File: config.mk
export PLATFORM = sky130hd
export DESIGN_NAME = uart_mmio
export DESIGN_NICKNAME = d
export VERILOG_FILES = /design/src/rtl/uart_mmio.sv
export SDC_FILE = /design/constraint.sdc
export NUM_CORES = 1
export LEC_CHECK = 0
export CORE_MARGIN = 5
export CORE_UTILIZATION = 65
export CTS_CLUSTER_DIAMETER = 200
export DETAILED_ROUTE_END_ITERATION = 12
export HOLD_SLACK_MARGIN = 0.08
export PLACE_DENSITY = 0.83
export SYNTH_ARGS = -nofsm -noshare
export SYNTH_HDL_FRONTEND = slang
export SYNTH_SLANG_ARGS = --single-unit
File: constraint.sdc
create_clock -name clk -period 15.49 [get_ports clk]
set_input_delay 2.3235 -clock clk [delete_from_list [all_inputs] [get_ports clk]]
set_output_delay 2.3235 -clock clk [all_outputs]
set_load 0.01 [all_outputs]
File: src/rtl/uart_mmio.sv
// uart_mmio: memory-mapped UART transmitter with TX FIFO, baud divider and low-water irq.
// Define UART_MMIO_PARITY_EN to build the CTRL parity bits and the PARITY state.
module uart_mmio #(
    parameter int ADDR_WIDTH = 5,
    parameter int DATA_WIDTH = 16,
    parameter int FIFO_DEPTH = 16,
    parameter int IRQ_THRESH = 2
) (
    input  logic                  clk,
    input  logic                  rst,
    input  logic                  cs,
    input  logic                  we,
    input  logic                  oe,
    input  logic [ADDR_WIDTH-1:0] address,
    input  logic [DATA_WIDTH-1:0] data_wr,
    output logic [DATA_WIDTH-1:0] data_rd,
    output logic                  tx,
    output logic                  irq
);
    localparam int AW = $clog2(FIFO_DEPTH);
`ifdef UART_MMIO_PARITY_EN
    localparam logic [DATA_WIDTH-1:0] CTRL_MASK = DATA_WIDTH'(9'h1ff);
`else
    localparam logic [DATA_WIDTH-1:0] CTRL_MASK = DATA_WIDTH'(9'h1f3);
`endif
    typedef enum logic [2:0] {
        IDLE,
        START,
        DATA,
`ifdef UART_MMIO_PARITY_EN
        PARITY,
`endif
        STOP
    } state_t;
    state_t state, state_n;
    logic [DATA_WIDTH-1:0] ctrl, clk_div, div_eff, cnt, status, rd_val;
    logic [15:0] mem [FIFO_DEPTH];
    logic [15:0] sh;
    logic [AW-1:0] wptr, rptr;
    logic [8:0] level;
    logic [4:0] bpw, nbits, bit_cnt;
    logic wr_q, rd_q, wr_prev, push, push_ok, pop, full, empty, ovf, busy, tick, last;
    logic soft_rst, tx_en, par;
    assign wr_q = !cs && !we && oe;
    assign rd_q = !cs && we && !oe;
    assign push = wr_q && !wr_prev && address == ADDR_WIDTH'(3);
    assign soft_rst = ctrl[0];
    assign tx_en = ctrl[1];
    assign bpw = ctrl[8:4];
    assign nbits = (bpw == 5'd0 || bpw > 5'd16) ? 5'd16 : bpw;
    assign full = level == 9'(FIFO_DEPTH);
    assign empty = level == '0;
    assign push_ok = push && !full;
    assign busy = state != IDLE;
    assign div_eff = clk_div == '0 ? DATA_WIDTH'(1) : clk_div;
    assign tick = busy && cnt >= div_eff - DATA_WIDTH'(1);
    assign last = bit_cnt == nbits - 5'd1;
    assign status = DATA_WIDTH'({ovf, busy, empty, full, level});
    assign rd_val = address == ADDR_WIDTH'(0) ? ctrl :
                    address == ADDR_WIDTH'(1) ? status :
                    address == ADDR_WIDTH'(2) ? clk_div : '0;
    assign irq = tx_en && (32'(level) <= IRQ_THRESH);
    assign tx = state == START ? 1'b0 :
                state == DATA ? sh[0] :
`ifdef UART_MMIO_PARITY_EN
                state == PARITY ? par :
`endif
                1'b1;

    always_ff @(posedge clk or posedge rst)
        if (rst) begin
            ctrl <= DATA_WIDTH'(16'h0081);
            clk_div <= DATA_WIDTH'(1);
            wr_prev <= 1'b0;
            data_rd <= '0;
        end else begin
            wr_prev <= wr_q;
            data_rd <= rd_q ? rd_val : '0;
            if (wr_q && address == ADDR_WIDTH'(0)) ctrl <= data_wr & CTRL_MASK;
            if (wr_q && address == ADDR_WIDTH'(2)) clk_div <= data_wr;
        end

    always_ff @(posedge clk)
        if (push_ok) mem[wptr] <= data_wr[15:0];

    // A push that finds the FIFO full wins over a same-cycle STATUS read clearing overflow.
    always_ff @(posedge clk or posedge rst)
        if (rst) begin
            wptr <= '0;
            rptr <= '0;
            level <= '0;
            ovf <= 1'b0;
        end else if (soft_rst) begin
            wptr <= '0;
            rptr <= '0;
            level <= '0;
            ovf <= 1'b0;
        end else begin
            if (push_ok) wptr <= wptr + AW'(1);
            if (pop) rptr <= rptr + AW'(1);
            level <= level + 9'(push_ok) - 9'(pop);
            ovf <= (push && full) ? 1'b1 : (rd_q && address == ADDR_WIDTH'(1)) ? 1'b0 : ovf;
        end

    always_ff @(posedge clk or posedge rst)
        if (rst) begin
            state <= IDLE;
            cnt <= '0;
            bit_cnt <= '0;
            sh <= '0;
            par <= 1'b0;
        end else begin
            state <= state_n;
            cnt <= (tick || !busy) ? '0 : cnt + DATA_WIDTH'(1);
            bit_cnt <= pop ? 5'd0 : (state == DATA && tick) ? bit_cnt + 5'd1 : bit_cnt;
            sh <= pop ? mem[rptr] : (state == DATA && tick) ? sh >> 1 : sh;
            par <= pop ? ctrl[3] : (state == DATA && tick) ? par ^ sh[0] : par;
        end

    always_comb begin
        state_n = state;
        pop = 1'b0;
        case (state)
            IDLE: if (tx_en && !empty) begin
                state_n = START;
                pop = 1'b1;
            end
            START: if (tick) state_n = DATA;
`ifdef UART_MMIO_PARITY_EN
            DATA: if (tick && last) state_n = ctrl[2] ? PARITY : STOP;
            PARITY: if (tick) state_n = STOP;
`else
            DATA: if (tick && last) state_n = STOP;
`endif
            STOP: if (tick) begin
                state_n = (tx_en && !empty) ? START : IDLE;
                pop = tx_en && !empty;
            end
            default: state_n = IDLE;
        endcase
        if (soft_rst) begin
            state_n = IDLE;
            pop = 1'b0;
        end
    end
endmodule

==> impl_metrics.env, run 1 <==
export IMPL_outcome="finished, final reports clean"
export IMPL_critPathMaxStageDelay_ns=0.78
export IMPL_crit_path_start="clk_div[2]"
export IMPL_path_depth=25
export IMPL_worstHoldStart="cnt[0]"
export IMPL_synth_flop_cell="sky130_fd_sc_hd__edfxtp_1"
export IMPL_grt_max_degree=77
export IMPL_clock_sinks=353
export IMPL_top_level_ports=44
export IMPL_cts_htree_levels=2
export IMPL_clock_tree_from_tritoncts="yes"
export IMPL_synth_lib_cells_used_distinct=64
export IMPL_start_util=0.658
export IMPL_crit_required_ns=15.90
export IMPL_ff2ff_path_depth=25
export IMPL_clock_tree_root_cell="sky130_fd_sc_hd__clkbuf_16"
export IMPL_gr_usage_all_layers=0.263
export IMPL_post_cts_repair_setup_buffers=0
export IMPL_power_share_sequential=0.451
export IMPL_timing_critical_path_to_type="flop"
export IMPL_floorplan_rows=56
export IMPL_totalWireLength_mm=33.9
export IMPL_port_buffers=43
export IMPL_crit_type="reg2reg"
export IMPL_cp_num_buf_inv=2
export IMPL_count_of_flip_flops_with_a_built_in_enable_after_synthesis=256
export IMPL_syn_area_per_cell_um2=16.6
export IMPL_netlist_top_cell_by_area="sky130_fd_sc_hd__edfxtp_1"
export IMPL_drt_first_pass_iters=5
export IMPL_most_frequent_cp_cell="sky130_fd_sc_hd__ha_1"
export IMPL_post_route_drc_violation_count=0
export IMPL_fin_worst_skew_ns=0.0154
export IMPL_antenna_found_initial=0
export IMPL_max_cap_violations=0
export IMPL_total_power_mw=2.49
export IMPL_netlist_area_leader_share=0.498
export IMPL_die_w_um=164
export IMPL_crit_reg2reg_launch="clk_div[2]"
export IMPL_synth_warning_count=0
export IMPL_ir_drop_v=0.0000962
export IMPL_total_grt_overflow=0
export IMPL_capture_point_of_the_worst_path="level[8]"
export IMPL_layout_drive_gt1_share=0.223
export IMPL_synthesis_instances=933
export IMPL_slew_viol_final=0
export IMPL_detailroute_via_count=8602
export IMPL_cp_start_kind="flop"
export IMPL_drt_iter0_markers=1006
export IMPL_biggest_area_contributors_in_the_synthesized_netlist="sky130_fd_sc_hd__edfxtp_1, sky130_fd_sc_hd__dfrtp_1, sky130_fd_sc_hd__mux4_2"
export IMPL_placeableCoreArea_um2=23500
export IMPL_place_gp_congestion=0.927
export IMPL_crit_reg2reg_capture="level[8]"
export IMPL_cts_clk_pin_slew_worst_paths_ns=0.06
export IMPL_yosysSeqAreaShare=0.655
export IMPL_clock_latency_ns=0.52
export IMPL_sw_frac_of_total=0.271
export IMPL_crit_fanout=17
export IMPL_grt_pass1_wl_mm=52.4
export IMPL_synth_async_sr_flop_share=0.275
export IMPL_maxSlewHeadroom=0.105
export IMPL_cts_hold_fix_buffers=0
export IMPL_gates_resized_cts_repair=0
export IMPL_cts_path_max_buffers=3
export IMPL_syn_to_final_growth_pct=12.5
export IMPL_pre_cts_ws_ns=8.47
export IMPL_wp_data_arrival_ns=7.51
export IMPL_crit_path_top_delay_cell="sky130_fd_sc_hd__or3_1"
export IMPL_chipHeight_um=164
export IMPL_post_synth_instance_area_um2=15400
export IMPL_power_internal_mw=1.82
export IMPL_antenna_cells=0
export IMPL_ant_nets=0
export IMPL_power_net_switching_mw=0.675
export IMPL_power_frac_clock=0.330
export IMPL_design_area_um2=17400
export IMPL_min_delay_path_class="reg2reg"
export IMPL_cts_buffers=36
export IMPL_grt_setup_unrepaired="false"
export IMPL_first_global_vias=8798
export IMPL_die_area_um2=27000
export IMPL_timing_setup_tns_ns=0
export IMPL_fin_nets=1067
export IMPL_timing_hold_violations_final=0
export IMPL_period_share=0.459
export IMPL_synth_nets=1007
export IMPL_reg2reg_setup_slack_ns=8.38
export IMPL_p_per_cell_area_nw_per_um2=143
export IMPL_postLayoutSetupSlackWorst_ns=8.38
export IMPL_yosys_cell_count_top_type="sky130_fd_sc_hd__edfxtp_1"
export IMPL_max_freq_mhz=141
export IMPL_power_static_leakage_nw=6.21
export IMPL_worst_path_dominant_cell_family="simple AND/OR/NAND/NOR gates"
export IMPL_vias_per_cell=6.44
export IMPL_synth_top_cells_by_count="sky130_fd_sc_hd__edfxtp_1, sky130_fd_sc_hd__dfrtp_1, sky130_fd_sc_hd__mux4_2"
export IMPL_detailed_placement_wirelength_estimate_mm=20.7
export IMPL_worst_hold_path_num_cells=1
export IMPL_layout_filler_cells=1379
export IMPL_dpl_cell_area_um2=16300
export IMPL_share_of_power_burned_in_combinational_logic=0.219
export IMPL_max_slew_worst_pin_slew_ns=1.34
export IMPL_avgRoutedWirePerCell_um=25.4
export IMPL_finalSetupViolations=0
export IMPL_synth_seq_cells=353
export IMPL_layout_min_cycle_time_ns=7.11
per-layer routing:
layer	GRT usage	vias to the layer above	share of wire
met4	0.0804	0	0.029
met1	0.384	4422	0.40
met2	0.423	391	0.50
met3	0.0361	75	0.076
li1	-	3714	-
met5	0	-	0
kinds of logic after synthesis:
group,count (synthesis),synth area share
and+or+nand+nor,195,0.0666
buffers and inverters,70,0.0203
DFF,353,0.655
muxes,139,0.159
AOI/OAI and AO/OA,91,0.0390
xor gates and xnor gates,37,0.0210
adders and majority gates,48,0.0394
registers in the layout (all words and copies together), names as in the netlist:
register  count
data_rd      16
mem         256
clk_div      16
bit_cnt       5
wr_prev       1
rptr          4
level         9
cnt          16
wptr          4
state         2
sh           16
ovf           1
ctrl          7
worst min-delay path by stage:
stage                 end  slack (ns)
3_3_place_gp   data_rd[7]        0.52
5_1_grt            cnt[0]        0.56
6_report           cnt[0]        0.54
4_1_cts            cnt[0]        0.55
2_1_floorplan  data_rd[7]        0.48
3_5_place_dp       cnt[0]        0.54
layout by cell type (no fill, tap or decap), types with 7 or more instances in the layout:
cell	instances
sky130_fd_sc_hd__nand3_1	14
sky130_fd_sc_hd__nor2b_1	11
sky130_fd_sc_hd__a21oi_1	32
sky130_fd_sc_hd__nand2_1	23
sky130_fd_sc_hd__clkbuf_1	10
sky130_fd_sc_hd__mux4_2	77
sky130_fd_sc_hd__xor2_1	17
sky130_fd_sc_hd__clkbuf_16	37
sky130_fd_sc_hd__mux2_4	8
sky130_fd_sc_hd__edfxtp_1	256
sky130_fd_sc_hd__or3_1	8
sky130_fd_sc_hd__dfrtp_1	92
sky130_fd_sc_hd__inv_1	30
sky130_fd_sc_hd__mux2i_1	7
sky130_fd_sc_hd__nand2b_1	9
sky130_fd_sc_hd__mux2_2	47
sky130_fd_sc_hd__nand4_1	8
sky130_fd_sc_hd__buf_4	17
sky130_fd_sc_hd__and3_1	8
sky130_fd_sc_hd__and2_1	11
sky130_fd_sc_hd__ha_1	47
sky130_fd_sc_hd__clkdlybuf4s50_1	43
sky130_fd_sc_hd__xnor2_1	20
sky130_fd_sc_hd__o21ai_0	17
sky130_fd_sc_hd__a22oi_1	13
sky130_fd_sc_hd__nor2_1	61
cell type report:
type / instances / area [um^2] / share of cell area
multi-input cells: 510 / 5070 / 0.292
flip-flops and latches: 353 / 10100 / 0.583
inverters: 32 / 123 / 0.00706
clock inverters: 14 / 121 / 0.00699
repair buffers: 60 / 558 / 0.0321
well taps: 319 / 399 / 0.0230
clock buffers: 48 / 977 / 0.0562
metrics by stage:
stage / cells / utilization / hold slack (ns)
floorplan: 933 / - / 0.480
global placement: 1274 / 0.693 / 0.521
detailed placement: 1274 / 0.693 / 0.538
CTS: 1336 / 0.740 / 0.549
global route: 1336 / 0.740 / 0.565
finish: 1336 / 0.740 / 0.544
power groups by stage:
stage	Combinational, mW	Clock (mW)	Sequential [mW]
finish	0.546	0.821	1.12
floorplan	0.446	0	1.11
global route	0.598	0.879	1.13
detailed placement	0.542	0	1.14
CTS	0.549	0.829	1.12
global placement	0.526	0	1.14
No activity file was read; power rests on OpenSTA's default activity.
==> inputs of run 2 (changes only) <==
--- a/config.mk
+++ b/config.mk
@@ -6,11 +6,11 @@
 export NUM_CORES = 1
 export LEC_CHECK = 0
 export CORE_MARGIN = 5
-export CORE_UTILIZATION = 65
+export CORE_UTILIZATION = 56
 export CTS_CLUSTER_DIAMETER = 200
 export DETAILED_ROUTE_END_ITERATION = 12
 export HOLD_SLACK_MARGIN = 0.08
-export PLACE_DENSITY = 0.83
+export PLACE_DENSITY = 0.76
 export SYNTH_ARGS = -nofsm -noshare
 export SYNTH_HDL_FRONTEND = slang
 export SYNTH_SLANG_ARGS = --single-unit
==> constraint.sdc (replaced) <==
create_clock -name clk -period 6.52 [get_ports clk]
set_input_delay 0.978 -clock clk [delete_from_list [all_inputs] [get_ports clk]]
set_output_delay 0.978 -clock clk [all_outputs]
set_load 0.01 [all_outputs]
==> run 2 against run 1 <==
Compared with the run above: sequential share of layout area is 0.76 points lower; sequential power is 140% higher; first-iteration DRC count is 31% lower; global-route usage is 4.8 points lower; flip-flop and latch count stayed put; clock power grew to 2.5 times the previous value; final area is 1.3% higher; via count is 3.4% lower; power is 140% higher; combinational power is 130% higher; critical endpoint unchanged.
==> impl_metrics.env, run 2 (synthesis results as in run 1) <==
export IMPL_outcome="finished, final reports clean"
export IMPL_cts_hold_fix_buffers=0
export IMPL_number_of_flip_flops_under_the_largest_register_name=256
export IMPL_max_cap_violations=0
export IMPL_layout_filler_cells=1844
export IMPL_fin_nets=1076
export IMPL_crit_path_start="clk_div[2]"
export IMPL_totalWireLength_mm=32.6
export IMPL_wp_data_arrival_ns=6.47
export IMPL_place_gp_congestion=0.848
export IMPL_port_buffers=43
export IMPL_cp_start_kind="flop"
export IMPL_detailed_placement_wirelength_estimate_mm=20.6
export IMPL_timing_hold_violations_final=0
export IMPL_slew_viol_final=0
export IMPL_maxSlewHeadroom=0.197
export IMPL_timing_critical_path_to_type="flop"
export IMPL_crit_path_top_delay_cell="sky130_fd_sc_hd__or4_1"
export IMPL_final_seq_area_um2=10100
export IMPL_min_delay_path_class="reg2reg"
export IMPL_max_freq_mhz=165
export IMPL_die_area_um2=31000
export IMPL_p_per_cell_area_nw_per_um2=343
export IMPL_critPathMaxStageDelay_ns=0.60
export IMPL_fin_worst_skew_ns=0.0169
export IMPL_share_of_power_burned_in_combinational_logic=0.211
export IMPL_sw_frac_of_total=0.267
export IMPL_power_frac_clock=0.346
export IMPL_crit_reg2reg_launch="clk_div[2]"
export IMPL_detailroute_via_count=8312
export IMPL_first_global_vias=8651
export IMPL_drt_first_pass_iters=5
export IMPL_timing_setup_tns_ns=0
export IMPL_die_w_um=176
export IMPL_placeableCoreArea_um2=27000
export IMPL_total_grt_overflow=0
export IMPL_layout_drive_gt1_share=0.237
export IMPL_period_share=0.931
export IMPL_power_static_leakage_nw=6.31
export IMPL_post_cts_repair_setup_buffers=0
export IMPL_post_route_drc_violation_count=0
export IMPL_grt_setup_unrepaired="false"
export IMPL_clock_sinks=353
export IMPL_drt_iter0_markers=699
export IMPL_final_cell_mix="sky130_fd_sc_hd__edfxtp_1, sky130_fd_sc_hd__dfrtp_1, sky130_fd_sc_hd__mux4_2, sky130_fd_sc_hd__nor2_1"
export IMPL_clock_tree_from_tritoncts="yes"
export IMPL_layout_cells_most_common="sky130_fd_sc_hd__edfxtp_1"
export IMPL_vias_per_cell=6.06
export IMPL_power_internal_mw=4.43
export IMPL_clock_tree_root_cell="sky130_fd_sc_hd__clkbuf_16"
export IMPL_final_hold_slack_ns=0.544
export IMPL_top_level_ports=44
export IMPL_cts_buffers=38
export IMPL_max_slew_worst_pin_slew_ns=1.20
export IMPL_floorplan_rows=60
export IMPL_antenna_cells=0
export IMPL_grt_max_degree=53
export IMPL_cts_path_max_buffers=3
export IMPL_cts_clk_pin_slew_worst_paths_ns=0.06
export IMPL_gates_resized_cts_repair=0
export IMPL_ff2ff_path_depth=28
export IMPL_antenna_found_initial=0
export IMPL_power_net_switching_mw=1.61
export IMPL_clock_latency_ns=0.53
export IMPL_ant_nets=0
export IMPL_power_share_sequential=0.443
export IMPL_ir_drop_v=0.000271
export IMPL_crit_required_ns=6.92
export IMPL_start_util=0.572
export IMPL_gr_usage_all_layers=0.215
export IMPL_grt_pass1_wl_mm=50.7
export IMPL_chipHeight_um=176
export IMPL_crit_type="reg2reg"
export IMPL_crit_reg2reg_capture="level[8]"
export IMPL_most_frequent_cp_cell="sky130_fd_sc_hd__ha_1"
export IMPL_max_flop_register="mem"
export IMPL_reg2reg_setup_slack_ns=0.45
export IMPL_finalSetupViolations=0
export IMPL_multiInputGateArea_um2=5100
export IMPL_cts_htree_levels=2
export IMPL_capture_point_of_the_worst_path="level[8]"
export IMPL_crit_fanout=6
export IMPL_avgRoutedWirePerCell_um=23.7
export IMPL_syn_to_final_growth_pct=13.9
export IMPL_layout_min_cycle_time_ns=6.07
[run 2: changes by cell type in the layout (fill, tap and decap cells not counted), moves of 2 or more]
cell                       before  now
sky130_fd_sc_hd__clkbuf_8       1    3
sky130_fd_sc_hd__nor4_2         5    7
sky130_fd_sc_hd__clkinv_1       5    7
sky130_fd_sc_hd__nor2_2         2    4
sky130_fd_sc_hd__inv_6          2    0
sky130_fd_sc_hd__nor4_1         3    1
sky130_fd_sc_hd__nor2_1        61   59
sky130_fd_sc_hd__buf_4         17   24
[run 2: layout make-up]
cell class / count / share of cell area
timing repair buffer: 67 / 0.0347
multi-input combinational: 510 / 0.290
sequential: 353 / 0.575
clock buffer: 50 / 0.0583
inverter: 32 / 0.00697
tap: 341 / 0.0242
clock inverter: 19 / 0.0112
[run 2: layer usage]
metal  vias up  share of wire  global-route usage
met3        55          0.061              0.0398
met1      4279           0.42               0.303
met2       235           0.50               0.352
li1       3743              -                   -
met4         0          0.022              0.0562
met5         -              0                   0
[run 2: power groups by stage]
stage               Clock, mW  Combinational, mW  Sequential, mW
floorplan                   0               1.06            2.63
global placement            0               1.25            2.72
detailed placement          0               1.28            2.72
CTS                      2.13               1.29            2.68
global route             2.23               1.42            2.70
finish                   2.09               1.27            2.68
[run 2: worst min-delay path by stage]
stage,start,to,slack [ns],depth (start not counted)
final,cnt[0],cnt[0],0.54,1
after global routing,cnt[0],cnt[0],0.58,1
after CTS,cnt[0],cnt[0],0.55,1
after detailed placement,cnt[0],cnt[0],0.55,1
after global placement,level[7],data_rd[7],0.51,2
after floorplan,level[7],data_rd[7],0.48,2
[run 2: metrics by stage]
stage | util | total power [mW] | area, um^2 | setup WS (ns) | instances
after floorplan | - | 3.69 | 15400 | 0.543 | 933
after detailed placement | 0.605 | 4.00 | 16400 | 0.308 | 1303
after global routing | 0.651 | 6.35 | 17600 | 0.00869 | 1372
final | 0.651 | 6.04 | 17600 | 0.447 | 1372
after CTS | 0.651 | 6.09 | 17600 | 0.288 | 1372
after global placement | 0.605 | 3.97 | 16400 | 0.424 | 1303
[run 2: critical path: cells and delay by family, from the launching register on]
family | cells | cell delay (ns)
flip-flops | 1 | 0.43
buffers and inverters | 2 | 0.19
multiplexers | 1 | 0.37
XOR/XNOR | 1 | 0.15
AO/OA/AOI/OAI | 7 | 1.17
adder cells (fa/ha/maj) | 5 | 1.21
AND/OR/NAND/NOR | 12 | 2.39
